`config.mk`:
```
export PLATFORM = sky130hd
export DESIGN_NAME = ifetch_unit
export DESIGN_NICKNAME = d
export VERILOG_FILES = /design/src/rtl/ifetch_pkg.sv /design/src/rtl/ifetch_skid_buf.sv /design/src/rtl/ifetch_unit.sv
export SDC_FILE = /design/constraint.sdc
export NUM_CORES = 1
export LEC_CHECK = 0
export CORE_MARGIN = 4
export CORE_UTILIZATION = 40
export CTS_CLUSTER_SIZE = 25
export DETAILED_ROUTE_END_ITERATION = 7
export GPL_ROUTABILITY_DRIVEN = 0
export HOLD_SLACK_MARGIN = 0.12
export PLACE_DENSITY = 0.71
export SETUP_SLACK_MARGIN = 0.15
export SYNTH_ARGS = -nofsm -noshare
export SYNTH_HDL_FRONTEND = slang
export SYNTH_HIERARCHICAL = 1
export SYNTH_SLANG_ARGS = --single-unit
```
`constraint.sdc`:
```
create_clock -name clk -period 4.5 [get_ports clk]
set_input_delay 0.9 -clock clk [delete_from_list [all_inputs] [get_ports clk]]
set_output_delay 0.9 -clock clk [all_outputs]
set_load 0.005 [all_outputs]
```
`src/rtl/ifetch_pkg.sv`:
```
// Shared fetch constants and the fetch-entry bundle.
// IFETCH_FAULT_EN adds a per-entry fault flag.
package ifetch_pkg;

   localparam int          INSN_W       = 32;
   localparam logic [31:0] PC_INC       = 32'd4;
   localparam logic [31:0] RESET_PC_DEF = 32'h0000_0000;

   typedef struct packed {
      logic [31:0]       pc;
      logic [INSN_W-1:0] insn;
`ifdef IFETCH_FAULT_EN
      logic              fault;
`endif
   } fetch_ent_t;

endpackage

```
`src/rtl/ifetch_skid_buf.sv`:
```
// Two-entry {pc, insn[, fault]} FIFO with push/pop/flush.
// Head entry is kept when the buffer drains so outputs hold.
module ifetch_skid_buf
   import ifetch_pkg::*;
(
   input  logic       clk,
   input  logic       rst,
   input  logic       push,
   input  logic       pop,
   input  logic       flush,
   input  fetch_ent_t din,
   output fetch_ent_t head,
   output logic [1:0] count
);

   fetch_ent_t e0, e1;
   logic [1:0] cnt;

   always_ff @(posedge clk or posedge rst) begin
      if (rst) begin
         e0  <= '0;
         e1  <= '0;
         cnt <= 2'd0;
      end else if (flush) begin
         cnt <= 2'd0;
      end else begin
         unique case ({push, pop})
            2'b10: begin
               if (cnt == 2'd0) e0 <= din;
               else             e1 <= din;
               cnt <= cnt + 2'd1;
            end
            2'b01: begin
               if (cnt == 2'd2) e0 <= e1;
               cnt <= cnt - 2'd1;
            end
            2'b11: begin
               if (cnt == 2'd2) begin
                  e0 <= e1;
                  e1 <= din;
               end else begin
                  e0 <= din;
               end
            end
            default: ;
         endcase
      end
   end

   assign head  = e0;
   assign count = cnt;

endmodule

```
`src/rtl/ifetch_unit.sv`:
```
// Instruction fetch: sequential issue, response tracking, skid buffer.
// IFETCH_FAULT_EN adds out_fault (out-of-range / misaligned redirect).
module ifetch_unit
   import ifetch_pkg::*;
#(
   parameter logic [31:0] RESET_PC    = RESET_PC_DEF,
   parameter int          IMEM_ADDR_W = 15
) (
   input  logic        clk,
   input  logic        rst,
   output logic [31:0] imem_addr,
   input  logic [31:0] imem_rd_data,
   input  logic        redirect_valid,
   input  logic [31:0] redirect_pc,
   output logic        out_valid,
   input  logic        out_ready,
   output logic [31:0] out_pc,
   output logic [31:0] out_insn
`ifdef IFETCH_FAULT_EN
   ,
   output logic        out_fault
`endif
);

   localparam logic [31:0] PC0 = {RESET_PC[31:2], 2'b00};

   logic [31:0] issue_pc;
   logic [31:0] inflight_pc;
   logic        inflight_valid;
   logic [1:0]  count;
   logic [2:0]  occ;
   logic        pop, push, issue_en;
   fetch_ent_t  din, head;

   assign out_valid = (count != 2'd0);
   assign pop       = out_valid & out_ready;
   // Slots already claimed once this cycle's pop retires
   assign occ       = {1'b0, count} + {2'b0, inflight_valid}
                    - {2'b0, pop};
   assign issue_en  = !redirect_valid && (occ < 3'd2);
   assign push      = inflight_valid & ~redirect_valid;
   assign imem_addr = issue_pc;

   always_ff @(posedge clk or posedge rst) begin
      if (rst) begin
         issue_pc       <= PC0;
         inflight_valid <= 1'b0;
         inflight_pc    <= '0;
      end else if (redirect_valid) begin
         issue_pc       <= {redirect_pc[31:2], 2'b00};
         inflight_valid <= 1'b0;
      end else if (issue_en) begin
         inflight_valid <= 1'b1;
         inflight_pc    <= issue_pc;
         issue_pc       <= issue_pc + PC_INC;
      end else begin
         inflight_valid <= 1'b0;
      end
   end

`ifdef IFETCH_FAULT_EN
   logic mis_pending, inflight_mis;

   // Misalignment belongs only to the first fetch after the redirect
   always_ff @(posedge clk or posedge rst) begin
      if (rst) begin
         mis_pending  <= 1'b0;
         inflight_mis <= 1'b0;
      end else if (redirect_valid) begin
         mis_pending  <= |redirect_pc[1:0];
         inflight_mis <= 1'b0;
      end else if (issue_en) begin
         inflight_mis <= mis_pending;
         mis_pending  <= 1'b0;
      end else begin
         inflight_mis <= 1'b0;
      end
   end
`else
   logic unused_bits;
   assign unused_bits = (^redirect_pc[1:0]) ^ (IMEM_ADDR_W == 0);
`endif

   always_comb begin
      din      = '0;
      din.pc   = inflight_pc;
      din.insn = imem_rd_data;
`ifdef IFETCH_FAULT_EN
      din.fault = inflight_mis | (|inflight_pc[31:IMEM_ADDR_W]);
`endif
   end

   ifetch_skid_buf u_buf (
      .clk   (clk),
      .rst   (rst),
      .push  (push),
      .pop   (pop),
      .flush (redirect_valid),
      .din   (din),
      .head  (head),
      .count (count)
   );

   assign out_pc   = head.pc;
   assign out_insn = head.insn;
`ifdef IFETCH_FAULT_EN
   assign out_fault = head.fault;
`endif

endmodule

```
======== After elaboration in Yosys (flattened, before gate mapping) ========
Index checks and enable logic that the tools add are counted.
storage, ports and cells
  logic and storage cells ................. 49
  bits of input ports ..................... 68
  output and inout bits ................... 97
  register bits after elaboration ......... 195
operators by class
  order comparisons ....................... 1
  reduce and logical (&&, ||, !) cells .... 11
  $add $sub $neg .......................... 5
  mux-type cells .......................... 13
  eq/ne operators ......................... 8
  bitwise gates (word level) .............. 3
operators with widths
  kind                                                                      count
  64-bit 2-to-1 mux                                                         5
  64-bit one-hot mux with 3 select lines                                    1
  64-bit one-hot mux with 2 select lines                                    1
  32-bit 2-to-1 mux                                                         2
  32-bit by 3-bit adder with 32-bit output (second input constant)          1
  4-bit AND reduction                                                       2
  2-bit == test (second input constant)                                     3
  2-bit by 1-bit inequality test with 1-bit output (second input constant)  3
  2-bit nonzero test                                                        3
  3-bit nonzero test                                                        2
  2-bit one-hot mux with 2 select lines                                     1
  2-bit by 1-bit adder with 3-bit output                                    1
  3-bit by 2-bit < comparator with 1-bit output (second input constant)     1
  3-bit by 1-bit subtractor with 3-bit output                               1
  2-bit by 1-bit adder with 2-bit output (second input constant)            1
  1-bit bitwise AND                                                         2
  2-bit by 1-bit == test with 1-bit output (second input constant)          1
  2-bit logical NOT                                                         1
  1-bit 2-to-1 mux                                                          2
  2-bit 2-to-1 mux                                                          1
  2-bit inequality test (second input constant)                             1
  2-bit AND reduction                                                       1
  2-bit by 1-bit subtractor with 2-bit output (second input constant)       1
  1-bit logical AND                                                         1
  2 further kinds                                                           2

======== Depth between registers and ports, before layout ========
Gate-level depths: netlist of the first run.
  depth in word-level cells ............... 7
  gate-level depth with buffers ........... 11
  mapped depth without buffers ............ 10

======== Hierarchy ========
The synthesis of the first run kept the hierarchy.
by module, submodules not included
  module           instances  sequential area each (um^2)  cells each  area an instance (um^2)
  ifetch_skid_buf  1          3253.1                       609         6887.9
  ifetch_unit      1          1526.5                       306         3143.0

======== Least setup slack after synthesis of the first run ========
Ideal clock, no wire load.
  path type ............................... in2reg
  start point ............................. in out_ready
  end point ............................... reg issue_pc[24] (netlist: imem_addr[24])
  path buffers ............................ 1
  data required time ...................... 4.359 ns
  path slack .............................. 0.961 ns
  arrival ................................. 3.399 ns
  library setup time ...................... 0.141 ns
  cell stages on the path ................. 9
  path through ............................ and2_1 > ha_1 > nor2b_1 > fa_1 > nand4b_1 > or4b_4 > clkbuf_1 > o311ai_0 > nand3_1
between the ends
  cells in the longest elaborated chain, start to end .. 5
ends and longest elaborated chain
  item                                           RTL line           source
  start, declared                                ifetch_unit.sv:16  input logic out_ready,
  1-bit bitwise AND                              ifetch_unit.sv:36  assign pop = out_valid & out_ready;
  3-bit by 1-bit subtractor with 3-bit output    ifetch_unit.sv:39  - {2'b0, pop};
  3-bit by 2-bit < comparator with 1-bit output  ifetch_unit.sv:40  assign issue_en = !redirect_valid && (occ < 3'd2);
  1-bit logical AND                              ifetch_unit.sv:40
  2-bit nonzero test (no line)                   n/a
  end signal, assigned                           ifetch_unit.sv:50  issue_pc <= {redirect_pc[31:2], 2'b00};
  end signal, assigned                           ifetch_unit.sv:55  issue_pc <= issue_pc + PC_INC;
  end, declared                                  ifetch_unit.sv:27  logic [31:0] issue_pc;
Every way passes these cells.
A chain may end at the register's enable or synchronous reset.

======== Final worst setup path of the first run ========
  start point ............................. in out_ready
  end point ............................... reg issue_pc[22] (netlist: imem_addr[22])
between the ends
  cells in the longest elaborated chain, start to end .. 5
ends and longest elaborated chain
  item                                           RTL line           source
  1-bit bitwise AND                              ifetch_unit.sv:36
  net pop                                        ifetch_unit.sv:32  logic pop, push, issue_en;
  3-bit by 1-bit subtractor with 3-bit output    ifetch_unit.sv:39
  3-bit by 2-bit < comparator with 1-bit output  ifetch_unit.sv:40
  1-bit logical AND                              ifetch_unit.sv:40
  2-bit nonzero test (no line)                   n/a
The timed path passes the listed nets, and every way through them passes these cells.

==> out/metrics.csv, run 1 <==
stage,metric,value,unit
synthesis,yosysUniqueCellTypes,53,
power,p_leak,4.800,nW
layout,stdcell_count,1366,
layout,drive_gt1_frac,0.1574,
critical_path,worstSetupStartpointType,primary input,
route,wl_per_cell,20.12,um
sta,drv_slew,0,
sta,worstMarginPinSlew,1.054,ns
synthesis,yosysSeqAreaShare,0.4765,
sta,fin_ws,0.7099,ns
sta,rsz0062_at_grt,false,
power,p_int,5.104,mW
power,power.total,8.005,mW
layout,mostFrequentLayoutCells,"191 x dfrtp_1, 159 x clkdlybuf4s50_1, 136 x a31oi_1",
sta,tns,0,ns
route,routed_wl,27490,um
synthesis,synthArstFlopShare,1.000,
critical_path,crit_path_cell_trace,clkdlybuf4s50_1 -> and2_4 -> ha_1 -> nor2b_1 -> fa_1 -> nand4b_1 -> or4b_4 -> or4_1 -> a31oi_1,
synthesis,synthCells,915,
route,ant_nets,0,
placement,dp_slack,0.2892,ns
critical_path,rr_startpoint,u_buf/count[0]$_DFFE_PP0P_,
synthesis,synthMuxAreaShare,0.1301,
global_route,grt_usage,0.1956,
route,firstDrtPassIters,7,
critical_path,arrival,4.14,ns
min_path,min_path_type,flop to flop,
run,max_cap_viol_count,0,
placement,post-dp-hpwl,16700,um
clocking,cts_num_sinks,191,
min_path,hp-start,u_buf/e1[23]$_DFFE_PP0P_,
power,p_switching,2.900,mW
sta,setup_viol,0,
route,drt_iter0_markers,652,
sta,fmax,263.8,MHz
power,pwr-share-comb,0.428,
floorplan,initial_utilization,0.4101,
global_route,grtUsageMet3,0.03190,
power,power.share.clock,0.195,
critical_path,worst_path_max_delay_cell,or4b_4,
floorplan,die_area,27670,um^2
global_route,busiest_layer,met2,
global_route,grt_util_met1,0.2849,
critical_path,worstPathMaxFanout,15,
clocking,htreeDepth,4,
sta,min_period,3.790,ns
layout,antenna_cells,0,
synthesis,yosys_warnings,6,
critical_path,path_class,primary input to flop,
clocking,numCtsBuffers,17,
synthesis,synth_area_per_cell,10.96,um^2
synthesis,synth_adder_area_share,0.004490,
power,power_frac_seq,0.377,
placement,dp_cells,1334,
synthesis,synth_seq_cells,191,
critical_path,crit_path_max_incr_delay,0.68,ns
route,vias,8128,
global_route,grt_pass1_wl,45020,um
global_route,antenna_found_initial,0,
synthesis,synth_compound_area_frac,0.2117,
clocking,postCtsResizedCells,0,
global_route,grt_pass1_vias,8186,
floorplan,coreArea,24460,um^2
synthesis,synth_top_family_by_area,compound AO/OA/AOI/OAI gates,
synthesis,synth_edf_count,0,
sta,hold_viol_final,0,
floorplan,dieHeight,166.4,um
sta,skew,0.01309,ns
synthesis,synth-xor-area-share,0.01048,
critical_path,end_kind,flop,
sta,whs,0.4986,ns
clocking,clockBufferDepth,2,
clocking,cts_tree,done,
status,status,finished clean,
global_route,gr-usage-met2,0.3026,
global_route,grt_max_degree,75,
clocking,post-cts-setup-buffers,0,
power,switching_share,0.3623,
layout,fin_nets,1100,
route,drc,0,
power,cellPowerDensity,641.9,nW/um^2
critical_path,startpoint,out_ready,
clocking,path_clk_slew,0.07,ns
layout,area_delta_synth_final,24.32,%
layout,final_area,12470,um^2
clocking,clkLatencyLatePin,0.43,ns
power,ir_drop,0.4218,mV
floorplan,rows,57,
global_route,grt-ovfl-total,0,
synthesis,synthSimpleGateAreaFrac,0.1146,
clocking,cts_hold_buf,0,
floorplan,fp.dieW,166.4,um
route,via_per_inst,5.950,
layout,num-fill-cells,2140,
synthesis,syn-cell-area,10030,um^2
critical_path,cp_data_required_time,4.85,ns
layout,final_core_utilization,0.5098,
clocking,cts-root-buf,clkbuf_16,
sta,fin_crit_sh,0.8422,
layout,final_common_cell,dfrtp_1,
placement,io_buffers,160,
sta,max_slew_margin,0.2953,
synthesis,ys.flop_type,dfrtp_1,
placement,dpl-instance-area,11870,um^2
floorplan,pin_count,165,
==> power groups by stage <==
| stage | Clock [mW] | Sequential [mW] | Combinational [mW] |
|---|---|---|---|
| detailed placement | 0 | 3.05 | 3.43 |
| global placement | 0 | 3.01 | 3.35 |
| finish | 1.56 | 3.02 | 3.43 |
| global route | 1.66 | 3.13 | 3.72 |
| CTS | 1.59 | 3.02 | 3.44 |
| floorplan | 0 | 2.89 | 2.16 |
==> Yosys cell counts, types with 4 or more instances <==
master | instances | area share
inv_1 | 11 | 0.0041
buf_2 | 37 | 0.018
and4_1 | 4 | 0.0035
clkbuf_1 | 46 | 0.017
dfrtp_1 | 191 | 0.48
or4_1 | 6 | 0.0045
o211ai_1 | 65 | 0.049
nand4_1 | 15 | 0.0094
mux2_2 | 31 | 0.035
buf_4 | 5 | 0.0037
o31ai_1 | 12 | 0.0090
or3_1 | 4 | 0.0025
nor3_1 | 9 | 0.0045
nand2_1 | 24 | 0.0090
xor2_1 | 4 | 0.0035
a22oi_1 | 4 | 0.0030
a211oi_1 | 64 | 0.048
buf_6 | 7 | 0.0079
xnor2_1 | 8 | 0.0070
nor2_1 | 14 | 0.0052
a31oi_1 | 136 | 0.085
mux2_1 | 4 | 0.0045
o311ai_0 | 4 | 0.0035
and3_1 | 5 | 0.0031
o21ai_0 | 14 | 0.0070
nand3_1 | 18 | 0.0090
nor2b_1 | 75 | 0.047
mux2_4 | 60 | 0.090
==> registers in the layout (all words and copies together) (netlist names) <==
register        count
imem_addr          30
u_buf/e1           64
inflight_valid      1
inflight_pc        30
u_buf/count         2
u_buf/head         64
==> layout make-up <==
cell class	count	area, um^2	share of cell area
tap	324	405.4	0.03251
clock buffer	17	425.4	0.03411
clock inverter	15	175.2	0.01405
sequential	191	4780	0.3833
inverter	12	48.80	0.003913
multi-input combinational	624	4805	0.3853
timing repair buffer	183	1832	0.1469
==> path summary, 6_finish.rpt <==
check | endpoint | slack (ns) | cells after the start
min in group asynchronous | u_buf/head[60]$_DFFE_PP0P_ | 0.86 | 2
min | u_buf/e1[23]$_DFFE_PP0P_ | 0.50 | 1
max | imem_addr[22]$_DFFE_PP0P_ | 0.71 | 9
max reg2reg | imem_addr[22]$_DFFE_PP0P_ | 0.83 | 10
min reg2reg | u_buf/e1[23]$_DFFE_PP0P_ | 0.50 | 1
max in group asynchronous | inflight_pc[15]$_DFFE_PP0P_ | 2.64 | 3
==> cell families (layout without fill, tap and decap cells) <==
kind of cell | Yosys count | in the layout
AO/OA/AOI/OAI | 309 | 309
AND/OR/NAND/NOR | 196 | 196
flip-flops | 191 | 191
buffers and inverters | 107 | 227
multiplexers | 96 | 96
XOR/XNOR | 12 | 12
adder cells (fa/ha/maj) | 3 | 3
other | 1 | 8
==> critical path, delay by kind of cell <==
kind | cells | cell delay [ns]
adders and majority gates | 2 | 0.72
AOI/OAI and AO/OA | 1 | 0.17
buffers and inverters | 1 | 0.50
and+or+nand+nor | 5 | 1.85
==> per-layer routing <==
| metal | vias up | part of all wire |
|---|---|---|
| met5 | - | 0 |
| met4 | 0 | 0.014 |
| met3 | 30 | 0.059 |
| met2 | 320 | 0.46 |
| met1 | 4031 | 0.47 |
| li1 | 3747 | - |
Power figures use the tool's default switching activity.
==> run 2: changes to the inputs <==
==> constraint.sdc (replaced) <==
create_clock -name clk -period 3 [get_ports clk]
set_input_delay 0.6 -clock clk [delete_from_list [all_inputs] [get_ports clk]]
set_output_delay 0.6 -clock clk [all_outputs]
set_load 0.005 [all_outputs]
==> out/metrics.csv, run 2 (synthesis results as in run 1) <==
stage,metric,value,unit,change
route,drc,0,,unchanged
route,routed_wl,27800,um,+1.1%
clocking,htreeDepth,4,,unchanged
placement,dp_slack,-0.4788,ns,-0.7681 ns
critical_path,worstPathMaxFanout,6,,-9
route,drt_iter0_markers,638,,-2.1%
clocking,cts-root-buf,clkbuf_16,,
global_route,grt_usage,0.1983,,+0.002720
global_route,grt_pass1_vias,8375,,+2.3%
floorplan,die_area,27670,um^2,unchanged
critical_path,cp_data_required_time,3.37,ns,-1.48 ns
floorplan,initial_utilization,0.4101,,unchanged
min_path,min_path_type,flop to flop,,
floorplan,rows,57,,unchanged
sta,min_period,2.958,ns,
placement,io_buffers,160,,unchanged
critical_path,arrival,3.33,ns,-0.81 ns
sta,setup_viol,0,,unchanged
status,status,finished clean,,
layout,final_core_utilization,0.5289,,+0.01908
floorplan,coreArea,24460,um^2,unchanged
placement,post-dp-hpwl,17690,um,+5.9%
route,firstDrtPassIters,5,,-2
layout,mostFrequentLayoutCells,"189 x dfrtp_1, 158 x clkdlybuf4s50_1, 136 x a31oi_1",,
clocking,cts_tree,done,,
clocking,clkLatencyLatePin,0.43,ns,about the same
layout,stdcell_count,1402,,+2.6%
sta,drv_slew,0,,unchanged
sta,hold_viol_final,0,,unchanged
sta,skew,0.01201,ns,-0.001076 ns
sta,fin_crit_sh,0.9861,,
layout,fin_nets,1136,,+3.3%
clocking,numCtsBuffers,17,,unchanged
global_route,antenna_found_initial,0,,unchanged
layout,antenna_cells,0,,unchanged
layout,area_delta_synth_final,28.98,%,
sta,fmax,338.0,MHz,
run,max_cap_viol_count,0,,unchanged
placement,dp_cells,1362,,+2.1%
clocking,path_clk_slew,0.08,ns,about the same
sta,tns,0,ns,unchanged
floorplan,fp.dieW,166.4,um,unchanged
global_route,grt-ovfl-total,0,,unchanged
sta,fin_ws,0.04184,ns,-0.6681 ns
critical_path,worstSetupStartpointType,flop,,
layout,drive_gt1_frac,0.2004,,+0.04298
clocking,cts_hold_buf,0,,unchanged
sta,worstMarginPinSlew,0.8321,ns,-0.2223 ns
route,ant_nets,0,,unchanged
global_route,grt_max_degree,68,,-9.3%
route,via_per_inst,5.854,,-1.6%
power,cellPowerDensity,954.3,nW/um^2,+49%
route,wl_per_cell,19.83,um,-1.5%
floorplan,pin_count,165,,unchanged
layout,final_area,12940,um^2,+3.7%
critical_path,end_kind,flop,,
placement,dpl-instance-area,12240,um^2,+3.1%
clocking,clockBufferDepth,2,,unchanged
floorplan,dieHeight,166.4,um,unchanged
sta,max_slew_margin,0.4452,,+0.1499
route,vias,8208,,+0.98%
global_route,grt_pass1_wl,45660,um,+1.4%
sta,rsz0062_at_grt,true,,
critical_path,path_class,flop to flop,,
layout,final_common_cell,dfrtp_1,,
clocking,cts_num_sinks,191,,unchanged
power,ir_drop,0.5025,mV,+19%
power,p_leak,5.011,nW,+4.4%
run 2: cell count changes in the layout (fill, tap and decap cells not counted), sizes merged:
cell	change
dlygate4sd2	+1
clkinv	+2
clkbuf	+1
bufinv	-2
or4b	+1
clkdlybuf4s50	-1
inv	-1
buf	+35
run 2: per-layer routing:
metal / track usage / up-vias / routed length, um
met2: 0.3105 / 298 / 12980
met3: 0.03975 / 28 / 1496
met4: 0.05016 / 0 / 361
li1: - / 3805 / -
met1: 0.2843 / 4077 / 12960
met5: 0 / - / 0
run 2: worst paths after layout:
path / to / from / cells after the start / slack [ns]
worst min register to register: u_buf/e1[25]$_DFFE_PP0P_ / u_buf/e1[25]$_DFFE_PP0P_ / 1 / 0.49
worst max-delay path: imem_addr[16]$_DFFE_PP0P_ / u_buf/count[0]$_DFFE_PP0P_ / 11 / 0.04
max in group asynchronous: imem_addr[10]$_DFFE_PP0P_ / rst / 3 / 1.77
worst max register to register: imem_addr[16]$_DFFE_PP0P_ / u_buf/count[0]$_DFFE_PP0P_ / 11 / 0.04
worst min-delay path: u_buf/e1[25]$_DFFE_PP0P_ / u_buf/e1[25]$_DFFE_PP0P_ / 1 / 0.49
min in group asynchronous: u_buf/e1[57]$_DFFE_PP0P_ / rst / 2 / 0.50
run 2: worst max-delay path: stages, from the launching register on:
cell      delay (ns)
dfrtp_2         0.41
inv_2           0.09
nand2_2         0.06
and2_4          0.14
ha_4            0.26
nor2b_2         0.04
fa_1            0.50
nand4b_1        0.22
buf_4           0.17
or4b_4          0.53
or4_1           0.41
nand3_1         0.08
run 2: metrics by stage:
stage	hold slack, ns	power [mW]
after global routing	0.4995	13.13
after detailed placement	0.4769	10.13
after floorplan	0.4584	7.618
final	0.4920	12.35
after CTS	0.4908	12.38
after global placement	0.4691	9.942
run 2: report_power, final:
group | switching [mW] | total [mW] | internal, mW
Combinational | 2.53 | 5.65 | 3.12
Clock | 1.06 | 2.16 | 1.10
Sequential | 0.871 | 4.54 | 3.67
Total | 4.47 | 12.3 | 7.88
run 2: area by class of cell:
class	instances	area [um^2]
Fill cell	2101	11520
Sequential cell	191	4782
Timing Repair Buffer	218	2235
Tap cell	324	405.4
Clock buffer	18	429.2
Clock inverter	14	127.6
Multi-Input combinational cell	625	4910
Inverter	12	48.80
run 2: repair_timing:
| item | in CTS | in global routing |
|---|---|---|
| pin swaps | 11 | 10 |
| resized for setup | 10 | 8 |
| endpoints found under the setup margin | 12 | 15 |
| cloned | 1 | 0 |
| buffers inserted | 5 | 2 |
==> run 3: changes to the inputs <==
--- a/config.mk
+++ b/config.mk
@@ -5,13 +5,15 @@
 export SDC_FILE = /design/constraint.sdc
 export NUM_CORES = 1
 export LEC_CHECK = 0
+export CAP_MARGIN = 20
 export CORE_MARGIN = 4
 export CORE_UTILIZATION = 40
 export CTS_CLUSTER_SIZE = 25
 export DETAILED_ROUTE_END_ITERATION = 7
+export DONT_BUFFER_PORTS = 1
 export GPL_ROUTABILITY_DRIVEN = 0
 export HOLD_SLACK_MARGIN = 0.12
-export PLACE_DENSITY = 0.71
+export PLACE_DENSITY = 0.62
 export SETUP_SLACK_MARGIN = 0.15
 export SYNTH_ARGS = -nofsm -noshare
 export SYNTH_HDL_FRONTEND = slang
==> out/metrics.csv, run 3 (synthesis results as in run 1) <==
stage,metric,value,unit,change
placement,dpl-instance-area,10430,um^2,-15%
placement,post-dp-hpwl,16730,um,-5.4%
clocking,cts_hold_buf,0,,unchanged
sta,fmax,333.1,MHz,-1.5%
layout,final_core_utilization,0.4592,,-0.06966
global_route,grt_pass1_wl,44820,um,-1.8%
clocking,cts_tree,done,,
global_route,antenna_found_initial,0,,unchanged
clocking,cts-root-buf,clkbuf_16,,
run,max_cap_viol_count,0,,unchanged
sta,whs,0.1382,ns,-0.3538 ns
sta,tns,-0.002232,ns,-0.002232 ns
layout,stdcell_count,1227,,-12%
sta,worstMarginPinSlew,0.8861,ns,+0.05393 ns
global_route,grtUsageMet3,0.06475,,+0.02499
route,wl_per_cell,22.51,um,+14%
layout,antenna_cells,0,,unchanged
layout,mostFrequentLayoutCells,"189 x dfrtp_1, 136 x a31oi_1, 72 x nor2b_1",,
floorplan,fp.dieW,166.4,um,unchanged
global_route,grt_max_degree,88,,+29%
floorplan,rows,57,,unchanged
power,power.total,11.33,mW,-8.3%
sta,hold_viol_final,0,,unchanged
layout,drive_gt1_frac,0.2248,,+0.02444
sta,min_period,3.002,ns,+0.04407 ns
route,via_per_inst,6.170,,+5.4%
floorplan,die_area,27670,um^2,unchanged
status,status,finished with violations,,
route,routed_wl,27620,um,-0.64%
placement,dp_cells,1186,,-13%
layout,final_common_cell,dfrtp_1,,
layout,num-fill-cells,2254,,+7.3%
sta,skew,0.01124,ns,-0.0007726 ns
power,cellPowerDensity,1008,nW/um^2,+5.6%
route,ant_nets,0,,unchanged
sta,fin_ws,-0.002232,ns,-0.04407 ns
clocking,clkLatencyLatePin,0.43,ns,about the same
global_route,gr-usage-met2,0.3042,,-0.006392
global_route,busiest_layer,met2,,
floorplan,pin_count,165,,unchanged
sta,fin_crit_sh,1.001,,+0.01469
power,ir_drop,0.6307,mV,+26%
min_path,min_path_type,primary input to async pin,,
layout,seq_area,4782,um^2,unchanged
global_route,grt_util_met1,0.2761,,-0.008229
clocking,numCtsBuffers,17,,unchanged
critical_path,worstSetupStartpointType,flop,,
critical_path,path_class,flop to flop,,
power,p_leak,4.310,nW,-14%
floorplan,coreArea,24460,um^2,unchanged
global_route,grt_usage,0.1987,,+0.0003444
sta,drv_slew,0,,unchanged
sta,setup_viol,1,,+1
layout,final_area,11230,um^2,-13%
critical_path,worstPathMaxFanout,6,,unchanged
critical_path,cp_data_required_time,3.30,ns,-0.07 ns
critical_path,rr_startpoint,u_buf/count[0]$_DFFE_PP0P_,,
global_route,grt-ovfl-total,0,,unchanged
layout,area_delta_synth_final,11.99,%,
critical_path,startpoint,u_buf/count[0]$_DFFE_PP0P_,,
clocking,path_clk_slew,0.08,ns,about the same
status,violations,setup timing,,
clocking,cts_num_sinks,191,,unchanged
floorplan,dieHeight,166.4,um,unchanged
global_route,grt_pass1_vias,7735,,-7.6%
placement,dp_slack,0.004977,ns,+0.4838 ns
critical_path,arrival,3.31,ns,-0.02 ns
layout,multi_input_area,4950,um^2,+0.82%
clocking,htreeDepth,4,,unchanged
layout,fin_nets,961,,-15%
floorplan,initial_utilization,0.4101,,unchanged
critical_path,end_kind,flop,,
route,drc,0,,unchanged
placement,io_buffers,0,,-100%
route,vias,7570,,-7.8%
route,firstDrtPassIters,5,,unchanged
clocking,clockBufferDepth,2,,unchanged
sta,rsz0062_at_grt,true,,
route,drt_iter0_markers,475,,-26%
sta,max_slew_margin,0.4084,,-0.03682
-- run 3: path summary, 6_finish.rpt --
| path | depth (start not counted) | slack [ns] | endpoint |
|---|---|---|---|
| worst min-delay path | 1 | 0.14 | u_buf/e1[40]$_DFFE_PP0P_ |
| worst max-delay path | 12 | -0.002 | imem_addr[30]$_DFFE_PP0P_ |
| worst max register to register | 12 | -0.002 | imem_addr[30]$_DFFE_PP0P_ |
| max in group asynchronous | 2 | 2.03 | u_buf/head[33]$_DFFE_PP0P_ |
| worst min register to register | 1 | 0.49 | u_buf/e1[24]$_DFFE_PP0P_ |
| min in group clk | 1 | 0.24 | u_buf/count[0]$_DFFE_PP0P_ |
-- run 3: routing by layer --
layer,part of all wire,up-vias,routed length [um]
li1,-,3475,-
met1,0.45,3825,12400
met2,0.45,246,12530
met3,0.081,24,2242
met4,0.017,0,458
met5,0,-,0
-- run 3: layout make-up --
class,instances,share of cell area
tap,324,0.03609
timing repair buffer,43,0.03898
multi-input combinational,625,0.4406
sequential,191,0.4257
clock inverter,14,0.01493
inverter,12,0.004567
clock buffer,18,0.03910
-- run 3: power breakdown --
part           internal, mW  switching [mW]  total, mW
registers              3.67            1.04       4.71
logic                  2.06            2.20       4.26
clock network          1.22            1.13       2.35
-- run 3: worst max-delay path, cell delays in order (launching register included) --
cell and delay (ns):
dfrtp_2 0.42, inv_2 0.07, nand2_2 0.06, and2_4 0.14, ha_4 0.27, nor2b_4 0.04, fa_1 0.49, nand4b_1 0.28
or4b_4 0.58, buf_4 0.16, buf_6 0.12, o31ai_2 0.17, nand3_1 0.09
-- run 3: timing repair --
action | 4_1_cts | 5_1_grt
cloned | 1 | 0
setup buffers | 5 | 3
endpoints found under the setup margin | 9 | 16
resized for setup | 8 | 18
pin swaps | 2 | 12
